[src/rtl/alu_seq_pkg.sv]
// ----------------------------------------------------------------------------
// alu_seq_pkg
// Shared definitions for the ALU issue stage: supported opcodes, the issue
// FSM state encoding, the register-form instruction layout and the opcode
// legality check.
// ----------------------------------------------------------------------------
package alu_seq_pkg;

  localparam logic [3:0] OP_ADD = 4'b0010;
  localparam logic [3:0] OP_SUB = 4'b0011;
  localparam logic [3:0] OP_AND = 4'b0100;
  localparam logic [3:0] OP_OR  = 4'b0101;
  localparam logic [3:0] OP_XOR = 4'b0110;
  localparam logic [3:0] OP_NOT = 4'b0111;

  localparam int INSTR_W = 10;

  typedef enum logic [1:0] {
    ST_IDLE  = 2'd0,
    ST_ISSUE = 2'd1,
    ST_WAIT  = 2'd2,
    ST_WB    = 2'd3
  } state_t;

  // {OPCODE[9:6], RD[5:4], RA[3:2], RB[1:0]}
  typedef struct packed {
    logic [3:0] opcode;
    logic [1:0] rd;
    logic [1:0] ra;
    logic [1:0] rb;
  } instr_t;

  // True for the six opcodes this stage can hand to the ALU.
  function automatic logic is_legal_op(input logic [3:0] op);
    logic legal_s;
    case (op)
      OP_ADD, OP_SUB, OP_AND, OP_OR, OP_XOR, OP_NOT: legal_s = 1'b1;
      default:                                       legal_s = 1'b0;
    endcase
    return legal_s;
  endfunction

endpackage

[src/rtl/alu_regfile.sv]
// ----------------------------------------------------------------------------
// alu_regfile
// NREGS x WIDTH register file for the ALU issue stage.
// Ports:
//   clk, rst_n            clock, asynchronous active-low clear
//   wb_en/addr/data       write-back port (wins over the host port on a clash)
//   host_we/addr/data     host preload port
//   ra_addr/ra_data       operand A read (combinational)
//   rb_addr/rb_data       operand B read (combinational)
//   rd_addr/rd_data       host readback (combinational)
// ----------------------------------------------------------------------------
module alu_regfile
  import alu_seq_pkg::*;
#(
  parameter int WIDTH = 8,
  parameter int NREGS = 4,
  parameter int AW    = 2
) (
  input  logic             clk,
  input  logic             rst_n,
  input  logic             wb_en,
  input  logic [AW-1:0]    wb_addr,
  input  logic [WIDTH-1:0] wb_data,
  input  logic             host_we,
  input  logic [AW-1:0]    host_addr,
  input  logic [WIDTH-1:0] host_data,
  input  logic [AW-1:0]    ra_addr,
  output logic [WIDTH-1:0] ra_data,
  input  logic [AW-1:0]    rb_addr,
  output logic [WIDTH-1:0] rb_data,
  input  logic [AW-1:0]    rd_addr,
  output logic [WIDTH-1:0] rd_data
);

  logic [WIDTH-1:0] regs_r [NREGS];

  // Register storage: write-back takes a register outright; a host write to
  // that same register in the same cycle is dropped, other registers still
  // accept the host write.
  always_ff @(posedge clk or negedge rst_n) begin
    if (!rst_n) begin
      for (int i = 0; i < NREGS; i++) begin
        regs_r[i] <= {WIDTH{1'b0}};
      end
    end else begin
      for (int i = 0; i < NREGS; i++) begin
        if (wb_en && (wb_addr == AW'(i))) begin
          regs_r[i] <= wb_data;
        end else if (host_we && (host_addr == AW'(i))) begin
          regs_r[i] <= host_data;
        end
      end
    end
  end

  assign ra_data = regs_r[ra_addr];
  assign rb_data = regs_r[rb_addr];
  assign rd_data = regs_r[rd_addr];

endmodule

[src/rtl/alu_issue_ctrl.sv]
// ----------------------------------------------------------------------------
// alu_issue_ctrl
// Issue stage in front of the parameterised ALU. Accepts 10-bit register-form
// instructions over valid/ready, reads operands from a local register file,
// drives the ALU, waits ALU_LAT cycles and writes the result and flags back.
// Ports:
//   clk, rst_n                      clock, asynchronous active-low reset
//   instr_valid/instr/instr_ready   instruction handshake (ready only in IDLE)
//   wr_en/wr_addr/wr_data           host register write (any state)
//   rd_addr/rd_data                 host combinational readback
//   alu_en/alu_oe/alu_opcode/alu_a/alu_b   ALU drive (all registered)
//   alu_out, cf, of, sf, zf         ALU result and flags
//   flags                           {CF,OF,SF,ZF} of the last retired op
//   done, illegal                   one-cycle status pulses
//   busy                            inverse of instr_ready
//   trap                            (OVF_TRAP_EN only) overflow-trap pulse
// Configuration macro: OVF_TRAP_EN -- ADD/SUB retiring with OF=1 skip the
// register write; flags still update and trap pulses alongside done.
// ----------------------------------------------------------------------------
module alu_issue_ctrl
  import alu_seq_pkg::*;
#(
  parameter int WIDTH   = 8,
  parameter int NREGS   = 4,
  parameter int ALU_LAT = 1
) (
  input  logic             clk,
  input  logic             rst_n,
  input  logic             instr_valid,
  input  logic [9:0]       instr,
  output logic             instr_ready,
  input  logic             wr_en,
  input  logic [1:0]       wr_addr,
  input  logic [WIDTH-1:0] wr_data,
  input  logic [1:0]       rd_addr,
  output logic [WIDTH-1:0] rd_data,
  output logic             alu_en,
  output logic             alu_oe,
  output logic [3:0]       alu_opcode,
  output logic [WIDTH-1:0] alu_a,
  output logic [WIDTH-1:0] alu_b,
  input  logic [WIDTH-1:0] alu_out,
  input  logic             cf,
  input  logic             of,
  input  logic             sf,
  input  logic             zf,
  output logic [3:0]       flags,
`ifdef OVF_TRAP_EN
  output logic             trap,
`endif
  output logic             done,
  output logic             illegal,
  output logic             busy
);

  localparam int AW    = 2;
  localparam int CNT_W = 2;

  instr_t           instr_s;
  state_t           state_r;
  state_t           state_nx_s;
  logic             accept_s;
  logic             legal_s;
  logic [CNT_W-1:0] cnt_r;
  logic [1:0]       rd_r;
  logic [WIDTH-1:0] ra_data_s;
  logic [WIDTH-1:0] rb_data_s;
  logic [WIDTH-1:0] opa_s;
  logic [WIDTH-1:0] opb_s;
  logic             wb_en_s;
  logic             trap_hit_s;

  logic             alu_en_r;
  logic             alu_oe_r;
  logic [3:0]       alu_opcode_r;
  logic [WIDTH-1:0] alu_a_r;
  logic [WIDTH-1:0] alu_b_r;
  logic [3:0]       flags_r;
  logic             done_r;
  logic             illegal_r;
`ifdef OVF_TRAP_EN
  logic             trap_r;
`endif

  assign instr_s     = instr_t'(instr);
  assign instr_ready = (state_r == ST_IDLE);
  assign busy        = ~instr_ready;
  assign accept_s    = instr_valid & instr_ready;
  assign legal_s     = is_legal_op(instr_s.opcode);

  alu_regfile #(
    .WIDTH (WIDTH),
    .NREGS (NREGS),
    .AW    (AW)
  ) u_regfile (
    .clk       (clk),
    .rst_n     (rst_n),
    .wb_en     (wb_en_s),
    .wb_addr   (rd_r),
    .wb_data   (alu_out),
    .host_we   (wr_en),
    .host_addr (wr_addr),
    .host_data (wr_data),
    .ra_addr   (instr_s.ra),
    .ra_data   (ra_data_s),
    .rb_addr   (instr_s.rb),
    .rb_data   (rb_data_s),
    .rd_addr   (rd_addr),
    .rd_data   (rd_data)
  );

  // Operand capture happens on the accept edge, but the ALU must see the
  // register contents of the ISSUE cycle, so a host write landing on that
  // same edge is forwarded. NOT ignores RB and drives B to zero.
  always_comb begin
    opa_s = ra_data_s;
    opb_s = rb_data_s;
    if (wr_en && (wr_addr == instr_s.ra)) begin
      opa_s = wr_data;
    end else begin
      opa_s = ra_data_s;
    end
    if (instr_s.opcode == OP_NOT) begin
      opb_s = {WIDTH{1'b0}};
    end else if (wr_en && (wr_addr == instr_s.rb)) begin
      opb_s = wr_data;
    end else begin
      opb_s = rb_data_s;
    end
  end

  // Write-back enable, optionally suppressed by an overflow trap.
  always_comb begin
    trap_hit_s = 1'b0;
    wb_en_s    = 1'b0;
`ifdef OVF_TRAP_EN
    if ((state_r == ST_WB) && of &&
        ((alu_opcode_r == OP_ADD) || (alu_opcode_r == OP_SUB))) begin
      trap_hit_s = 1'b1;
    end else begin
      trap_hit_s = 1'b0;
    end
`endif
    if ((state_r == ST_WB) && !trap_hit_s) begin
      wb_en_s = 1'b1;
    end else begin
      wb_en_s = 1'b0;
    end
  end

  // FSM state register.
  always_ff @(posedge clk or negedge rst_n) begin
    if (!rst_n) begin
      state_r <= ST_IDLE;
    end else begin
      state_r <= state_nx_s;
    end
  end

  // FSM next state: illegal opcodes are consumed without leaving IDLE.
  always_comb begin
    state_nx_s = state_r;
    case (state_r)
      ST_IDLE: begin
        if (accept_s && legal_s) begin
          state_nx_s = ST_ISSUE;
        end else begin
          state_nx_s = ST_IDLE;
        end
      end
      ST_ISSUE: state_nx_s = ST_WAIT;
      ST_WAIT: begin
        if (cnt_r == 2'd0) begin
          state_nx_s = ST_WB;
        end else begin
          state_nx_s = ST_WAIT;
        end
      end
      ST_WB:   state_nx_s = ST_IDLE;
      default: state_nx_s = ST_IDLE;
    endcase
  end

  // Registered ALU drive, latency counter and status pulses. Outputs are set
  // one edge ahead of the state they belong to so every port is a flop.
  always_ff @(posedge clk or negedge rst_n) begin
    if (!rst_n) begin
      cnt_r        <= 2'd0;
      rd_r         <= 2'd0;
      alu_en_r     <= 1'b0;
      alu_oe_r     <= 1'b0;
      alu_opcode_r <= 4'd0;
      alu_a_r      <= {WIDTH{1'b0}};
      alu_b_r      <= {WIDTH{1'b0}};
      flags_r      <= 4'd0;
      done_r       <= 1'b0;
      illegal_r    <= 1'b0;
`ifdef OVF_TRAP_EN
      trap_r       <= 1'b0;
`endif
    end else begin
      alu_en_r  <= 1'b0;
      done_r    <= 1'b0;
      illegal_r <= 1'b0;
`ifdef OVF_TRAP_EN
      trap_r    <= 1'b0;
`endif
      case (state_r)
        ST_IDLE: begin
          if (accept_s && legal_s) begin
            alu_en_r     <= 1'b1;
            alu_oe_r     <= 1'b1;
            alu_opcode_r <= instr_s.opcode;
            alu_a_r      <= opa_s;
            alu_b_r      <= opb_s;
            rd_r         <= instr_s.rd;
          end else if (accept_s) begin
            illegal_r    <= 1'b1;
          end
        end
        ST_ISSUE: begin
          cnt_r <= CNT_W'(ALU_LAT - 1);
        end
        ST_WAIT: begin
          if (cnt_r != 2'd0) begin
            cnt_r <= cnt_r - 2'd1;
          end
        end
        ST_WB: begin
          alu_oe_r <= 1'b0;
          flags_r  <= {cf, of, sf, zf};
          done_r   <= 1'b1;
`ifdef OVF_TRAP_EN
          trap_r   <= trap_hit_s;
`endif
        end
        default: begin
          alu_oe_r <= 1'b0;
        end
      endcase
    end
  end

  assign alu_en     = alu_en_r;
  assign alu_oe     = alu_oe_r;
  assign alu_opcode = alu_opcode_r;
  assign alu_a      = alu_a_r;
  assign alu_b      = alu_b_r;
  assign flags      = flags_r;
  assign done       = done_r;
  assign illegal    = illegal_r;
`ifdef OVF_TRAP_EN
  assign trap       = trap_r;
`endif

endmodule

[config.mk]
export PLATFORM = sky130hd
export DESIGN_NAME = alu_issue_ctrl
export DESIGN_NICKNAME = d
export VERILOG_FILES = /design/src/rtl/alu_seq_pkg.sv /design/src/rtl/alu_regfile.sv /design/src/rtl/alu_issue_ctrl.sv
export SDC_FILE = /design/constraint.sdc
export NUM_CORES = 1
export LEC_CHECK = 0
export CAP_MARGIN = 10
export CORE_UTILIZATION = 52
export CTS_BUF_LIST = sky130_fd_sc_hd__clkbuf_4 sky130_fd_sc_hd__clkbuf_8 sky130_fd_sc_hd__clkbuf_16
export CTS_CLUSTER_SIZE = 12
export DETAILED_ROUTE_END_ITERATION = 8
export HOLD_SLACK_MARGIN = 0.05
export PLACE_DENSITY = 0.77
export REMOVE_ABC_BUFFERS = 1
export SETUP_SLACK_MARGIN = 0.2
export SKIP_CTS_REPAIR_TIMING = 1
export SLEW_MARGIN = 10
export SYNTH_ARGS = -nofsm -noshare
export SYNTH_HDL_FRONTEND = slang
export SYNTH_HIERARCHICAL = 1
export SYNTH_SLANG_ARGS = --single-unit
[constraint.sdc]
create_clock -name clk -period 2.15 [get_ports clk]
set_input_delay 0.43 -clock clk [delete_from_list [all_inputs] [get_ports clk]]
set_output_delay 0.43 -clock clk [all_outputs]
set_load 0.1 [all_outputs]
==> metrics.md, run 1 <==
| Metric | Value |
|---|---|
| Run status | finished, final reports clean |
| CTS clk-pin slew, worst paths | 80 ps |
| Total number of nets in the final design | 493 |
| CP Data Required Time | 1720 ps |
| Global routing usage summed across all routing layers | 0.2856 |
| Average cell area after synthesis | 10.44 sq um |
| Fraction of synthesis flops using an asynchronous set or reset pin | 1.000 |
| Endpoint kind of the worst setup timing path | output pin |
| HPWL after detailed placement | 7095 um |
| Maximum cell stage delay along the critical path | 530 ps |
| Total die area | 7511 sq um |
| Effective utilization at floorplan | 0.5426 |
| Clock tree from TritonCTS | done |
| Max Buffers Root-to-Sink | 2 |
| Final instance count without filler cells | 548 |
| Flop-to-flop setup slack | 320 ps |
| Maximum number of pins on one net before global-route repair | 67 |
| Final Hold Slack | 96.90 ps |
| Proportion of layout cells with a drive suffix above 1 | 0.2788 |
| Post-route DRC violation count | 0 |
| First-pass GRT wire length | 15,750 um |
| Least-Margin Pin Slew | 694.3 ps |
| Family of cells with the greatest summed delay on the critical path | multiplexers |
| Min cycle time layout | 1917 ps |
| Post-route fraction of the period consumed by the critical path | 0.8917 |
| Worst reg2reg path startpoint | state_r[0] |
| Sequential share of the synthesized area | 0.4431 |
| Antenna cell count | 0 |
| Worst-case clock skew | 10.41 ps |
| TritonRoute pass-1 iters | 5 |
| Total of fill cells in the finished design | 513 |
| Setup repair after global routing missed its margin | no |
| Leading cell type by number of instances after synthesis | nand2_1 |
| Max Fclk | 521.6 MHz |
| Static leakage | 2.291 nW |
| Arrival time of data at the critical path endpoint | 1490 ps |
| Number of hold-slack violations in the final timing report | 0 |
| Num rows | 30 |
| Routed WL per cell | 18.11 um |
| Quantity of I/O buffers inserted on ports | 75 |
| Tightest slew margin relative to the limit | 0.5358 |
| Die Span X | 86.67 um |
| Post-synthesis instance area | 3727 sq um |
| Post-synth top area cell | dfrtp_1 |
| Final WL | 9927 um |
| Layout area overhead | 32.66% |
| Worst flop-to-flop path endpoint | u_regfile/regs_r[26] |
| Synthesized instance count | 357 |
| Post-synthesis cell type count | 35 |
| Setup tns final | 0 ps |
| Max-capacitance violation count | 0 |
| Floorplan core area | 6869 sq um |
| Number of cells on the worst reg-to-reg path | 4 |
| Metal1 wirelength | 4003 um |
| Via count of the first global-routing pass | 3,098 |
| Utilization after layout | 0.7199 |
| Endpoint of the most critical setup path | rd_data[6] |
| Insertion delay to the later sink of the worst-skew pair | 340 ps |
| Initial antenna violation count | 0 |
| Kind of critical path | reg2out |
| Most used standard cells in the synthesized netlist | 101 x nand2_1, 66 x dfrtp_1, 34 x nor2_1, 24 x a31oi_1, 24 x mux4_2 |
| Type of the worst min-delay path | in2async |
| Post-synthesis sequential element count | 66 |
| Critical path origin | u_regfile/regs_r[6] |
| Final max-slew violation count | 0 |
| Met2 WL | 4982 um |
| Via density per instance | 5.726 |
| Gp weighted congestion | 0.8808 |
| Global-route congestion overflow total | 0 |
| Buffer type at the clock tree root | clkbuf_8 |
| Area contributors post-synth | dfrtp_1 44%, mux4_2 15%, nand2_1 10% |
| Cell total after placement | 533 |
| DR vias | 3,138 |
| Peak ir drop on the vdd network | 0.0008873 V |
| Master of the slowest instance on the critical path | mux4_2 |
| Count of endpoints failing setup in the final report | 0 |
| Total CTS buffers | 9 |
| Met3 Routed Length | 740 um |
| Number of placed I/O pins | 76 |
| Htree depth | 3 |
| Total of warnings raised by yosys | 6 |
| Highest routed layer | met4 |
| CP bufs+invs | 1 |
| Post-route total power | 8.138 mW |
| Post-synth EDFFs | 0 |
| Power density cells | 1646 nW/um^2 |
| Total clock sinks | 66 |
| Number of design-rule violations left by the first detailed-router iteration | 264 |
| Die span in y | 86.67 um |
| Ys flop type | dfrtp_1 |
| Worst-path fanout max | 4 |
| CP Launch Type | flip-flop |
| Routed Antenna Nets | 0 |
| Share of Yosys cell area claimed by the top area cell type | 0.4431 |
| CP cell instances | mux4_2 -> buf_12 |
| Number of cells on the critical path | 2 |
## through the flow
stage	worst slack, ps	cell area, sq um
final	233.0	4945
after global routing	204.8	4945
after CTS	-122.9	4922
after detailed placement	-121.1	4760
after global placement	-124.4	4760
after floorplan	-309.7	3593
## layer usage
metal | global-route usage | up-vias
met4 | 0.1091 | 0
met3 | 0.06190 | 26
li1 | - | 1438
met5 | 0 | -
met2 | 0.4740 | 152
met1 | 0.3687 | 1522
## layout by cell type (no fill, tap or decap), types with 2 or more instances in the layout
cell               n
dlymetal6s2s_1     2
dfrtp_1           66
clkdlybuf4s50_1   34
a31oi_2            7
buf_6              2
o21ai_1           11
inv_1              5
o31ai_1            2
nand3b_1           4
buf_12            16
ha_1               5
xnor2_1            5
o21ai_0            6
mux2i_1           17
nor2_1            34
clkinv_2           2
buf_4             47
nand3_1            3
and3b_1            3
a31oi_1           24
mux4_2            24
nand2_1          101
clkbuf_8          10
mux2_2             4
## worst reg2reg max path: cells and delay by family (launching register included)
kind / cells / cell delay [ps]
fa+ha+maj: 1 / 260
compound gates: 1 / 50
simple gates: 2 / 970
flops: 1 / 390
## report_power, final
part	switching [mW]	total (mW)	internal, mW
sequential	0.469	2.26	1.79
clock	0.471	0.917	0.446
combinational	3.37	4.96	1.59
total	4.31	8.14	3.83
## worst min path at each step
stage / from / endpoint / slack (ps) / cells after the start
after CTS: rst_n / flags[3] / 110 / 2
final: rst_n / u_regfile/regs_r[7] / 100 / 2
after global placement: alu_opcode[1] / alu_opcode[1] / 460 / 2
after floorplan: rst_n / alu_a[0] / 130 / 0
after detailed placement: rst_n / flags[2] / 470 / 2
after global routing: rst_n / flags[0] / 120 / 2
## registers in the layout (all words and copies together) (netlist names)
name / count
u_regfile/regs_r: 32
alu_a: 8
alu_b: 8
alu_opcode: 4
flags: 4
cnt_r: 2
rd_r: 2
state_r: 2
alu_en: 1
alu_oe: 1
done: 1
illegal: 1
## final cells by class
| cell class | instances | area [sq um] | share of cell area |
|---|---|---|---|
| inverters | 6 | 22.52 | 0.004555 |
| clock inverters | 3 | 17.52 | 0.003543 |
| well taps | 96 | 120.1 | 0.02429 |
| multi-input cells | 264 | 1922 | 0.3887 |
| repair buffers | 102 | 1066 | 0.2156 |
| flip-flops and latches | 66 | 1652 | 0.3340 |
| clock buffers | 11 | 145.1 | 0.02935 |
## cell families (layout without fill, tap and decap cells)
family / count (synthesis) / after routing / share of synthesized area
AO/OA/AOI/OAI: 53 / 53 / 0.1000
adder cells (fa/ha/maj): 6 / 6 / 0.02014
flip-flops: 66 / 66 / 0.4431
multiplexers: 45 / 45 / 0.2028
XOR/XNOR: 5 / 5 / 0.01175
buffers and inverters: 27 / 122 / 0.04196
AND/OR/NAND/NOR: 155 / 155 / 0.1803
(Power assumes the default switching activity.)
==> inputs of run 2 (changes only) <==
--- a/config.mk
+++ b/config.mk
@@ -7,10 +7,10 @@
 export LEC_CHECK = 0
 export CAP_MARGIN = 10
-export CORE_UTILIZATION = 52
-export CTS_BUF_LIST = sky130_fd_sc_hd__clkbuf_4 sky130_fd_sc_hd__clkbuf_8 sky130_fd_sc_hd__clkbuf_16
+export CORE_UTILIZATION = 53
+export CTS_BUF_LIST = sky130_fd_sc_hd__clkbuf_8
 export CTS_CLUSTER_SIZE = 12
 export DETAILED_ROUTE_END_ITERATION = 8
 export HOLD_SLACK_MARGIN = 0.05
-export PLACE_DENSITY = 0.77
+export PLACE_DENSITY = 0.78
 export REMOVE_ABC_BUFFERS = 1
 export SETUP_SLACK_MARGIN = 0.2
==> constraint.sdc (replaced) <==
create_clock -name clk -period 2 [get_ports clk]
set_input_delay 0.4 -clock clk [delete_from_list [all_inputs] [get_ports clk]]
set_output_delay 0.4 -clock clk [all_outputs]
set_load 0.005 [all_outputs]
==> run 2 against run 1 <==
  * Register-to-register slack improved by 30 ps
  * Final cell count rose by 5.3%
  * Combinational power is 43% lower
  * Worst setup slack got worse by 90 ps
  * Sequential cell count unchanged
  * Routed wire length rose by 2.0%
  * Largest cell class unchanged
  * Critical path type unchanged
==> metrics.md, run 2 (synthesis results as in run 1) <==
| Metric | Value |
|---|---|
| Static leakage | 2.381 nW |
| Power density cells | 1202 nW/um^2 |
| CTS clk-pin slew, worst paths | 80 ps |
| TritonRoute pass-1 iters | 6 |
| Htree depth | 3 |
| Final max-slew violation count | 0 |
| Run status | finished, final reports clean |
| Total CTS buffers | 9 |
| PnR worst setup slack | 142.8 ps |
| Die span in y | 85.86 um |
| Maximum number of pins on one net before global-route repair | 60 |
| CP Data Required Time | 1600 ps |
| Buffer type at the clock tree root | clkbuf_8 |
| CP Launch Type | flip-flop |
| Floorplan core area | 6794 sq um |
| Commonest non-fill, non-tap cell in the layout | nand2_1 |
| Max Buffers Root-to-Sink | 2 |
| Count of endpoints failing setup in the final report | 0 |
| Effective utilization at floorplan | 0.5486 |
| Worst-path fanout max | 4 |
| Die Span X | 85.86 um |
| Total die area | 7372 sq um |
| Final instance count without filler cells | 577 |
| Layout area overhead | 37.50% |
| Worst-case clock skew | 9.870 ps |
| Total of fill cells in the finished design | 469 |
| Via count of the first global-routing pass | 3,083 |
| Via density per instance | 5.754 |
| Commonest cells after routing, fill and taps aside | 101 x nand2_1, 66 x dfrtp_1, 62 x clkdlybuf4s50_1 |
| Max-capacitance violation count | 0 |
| Total clock sinks | 66 |
| Number of placed I/O pins | 76 |
| Quantity of I/O buffers inserted on ports | 75 |
| Global routing usage summed across all routing layers | 0.2773 |
| Proportion of layout cells with a drive suffix above 1 | 0.2557 |
| Routed Antenna Nets | 0 |
| Tightest slew margin relative to the limit | 0.7115 |
| Endpoint kind of the worst setup timing path | output pin |
| Total number of nets in the final design | 521 |
| Type of the worst min-delay path | in2async |
| Largest register FFs | 32 |
| Max Fclk | 538.4 MHz |
| Post-route DRC violation count | 0 |
| Worst setup slack before clock tree synthesis | -464.8 ps |
| Setup repair after global routing missed its margin | yes |
| Number of hold-slack violations in the final timing report | 0 |
| Peak ir drop on the vdd network | 0.0005442 V |
| Gp weighted congestion | 0.8674 |
| Num rows | 30 |
| Insertion delay to the later sink of the worst-skew pair | 350 ps |
| Min cycle time layout | 1857 ps |
| Setup tns final | 0 ps |
| Kind of critical path | reg2out |
| HPWL after detailed placement | 6766 um |
| Least-Margin Pin Slew | 432.8 ps |
| First-pass GRT wire length | 15,130 um |
| Antenna cell count | 0 |
| Arrival time of data at the critical path endpoint | 1460 ps |
| Register bank with the most flops | u_regfile/regs_r |
| Clock tree from TritonCTS | done |
| Number of design-rule violations left by the first detailed-router iteration | 265 |
| Cell total after placement | 536 |
| DR vias | 3,320 |
| Routed WL per cell | 17.55 um |
| Final WL | 10,130 um |
| Global-route congestion overflow total | 0 |
| Initial antenna violation count | 0 |
| Post-route fraction of the period consumed by the critical path | 0.9286 |
[run 2: cell types whose count changed in the layout (fill, tap and decap cells not counted), sizes merged]
cell | before | now
buf | 66 | 55
inv | 6 | 8
clkbuf | 11 | 17
clkdlybuf4s50 | 34 | 62
dlymetal6s2s | 2 | 4
dlygate4sd3 | 0 | 1
clkinvlp | 1 | 0
clkinv | 2 | 4
[run 2: report_power, final]
part	internal, mW	switching (mW)	total (mW)
clock	0.424	0.504	0.929
sequential	1.93	0.454	2.38
combinational	1.73	1.12	2.85
[run 2: routing by layer]
metal  global-route usage  up-vias  share of wire
met4               0.1515        0          0.025
met1               0.3730     1605           0.41
met5                    0        -              0
met3              0.05294       27          0.068
met2               0.4271      187           0.50
li1                     -     1501              -
[run 2: metrics by stage]
stage                     hold slack, ps  total power, mW  instance area [sq um]    util
after floorplan                    104.4            3.630                   3593       -
after CTS                         -114.8            5.854                   4928  0.7254
final                              416.8            6.158                   5125  0.7543
after detailed placement           254.0            4.934                   4777  0.7031
after global placement             253.5            4.812                   4777  0.7031
after global routing               441.9            6.539                   5125  0.7543
[run 2: worst paths after layout]
path                                startpoint                   end  slack [ps]  depth (start not counted)
max                        u_regfile/regs_r[9]            rd_data[1]         140                          2
min in group clk                      alu_a[5]              alu_a[5]         490                          2
max reg2reg                         state_r[1]  u_regfile/regs_r[31]         350                          6
min reg2reg                           alu_a[5]              alu_a[5]         490                          2
min                                      rst_n              alu_a[0]         420                          2
max in group asynchronous                rst_n   u_regfile/regs_r[4]        1000                          3
[run 2: critical path, stage by stage (launching register included)]
cell and delay [ps]:
dfrtp_1 420, mux4_2 490, dlymetal6s2s_1 190
[run 2: area by class of cell]
cell class	instances	area, sq um	area share
well taps	96	120.1	0.02344
flip-flops and latches	66	1652	0.3223
clock inverters	6	27.53	0.005371
repair buffers	130	1247	0.2434
inverters	6	22.52	0.004395
multi-input cells	264	1932	0.3770
clock buffers	9	123.9	0.02417
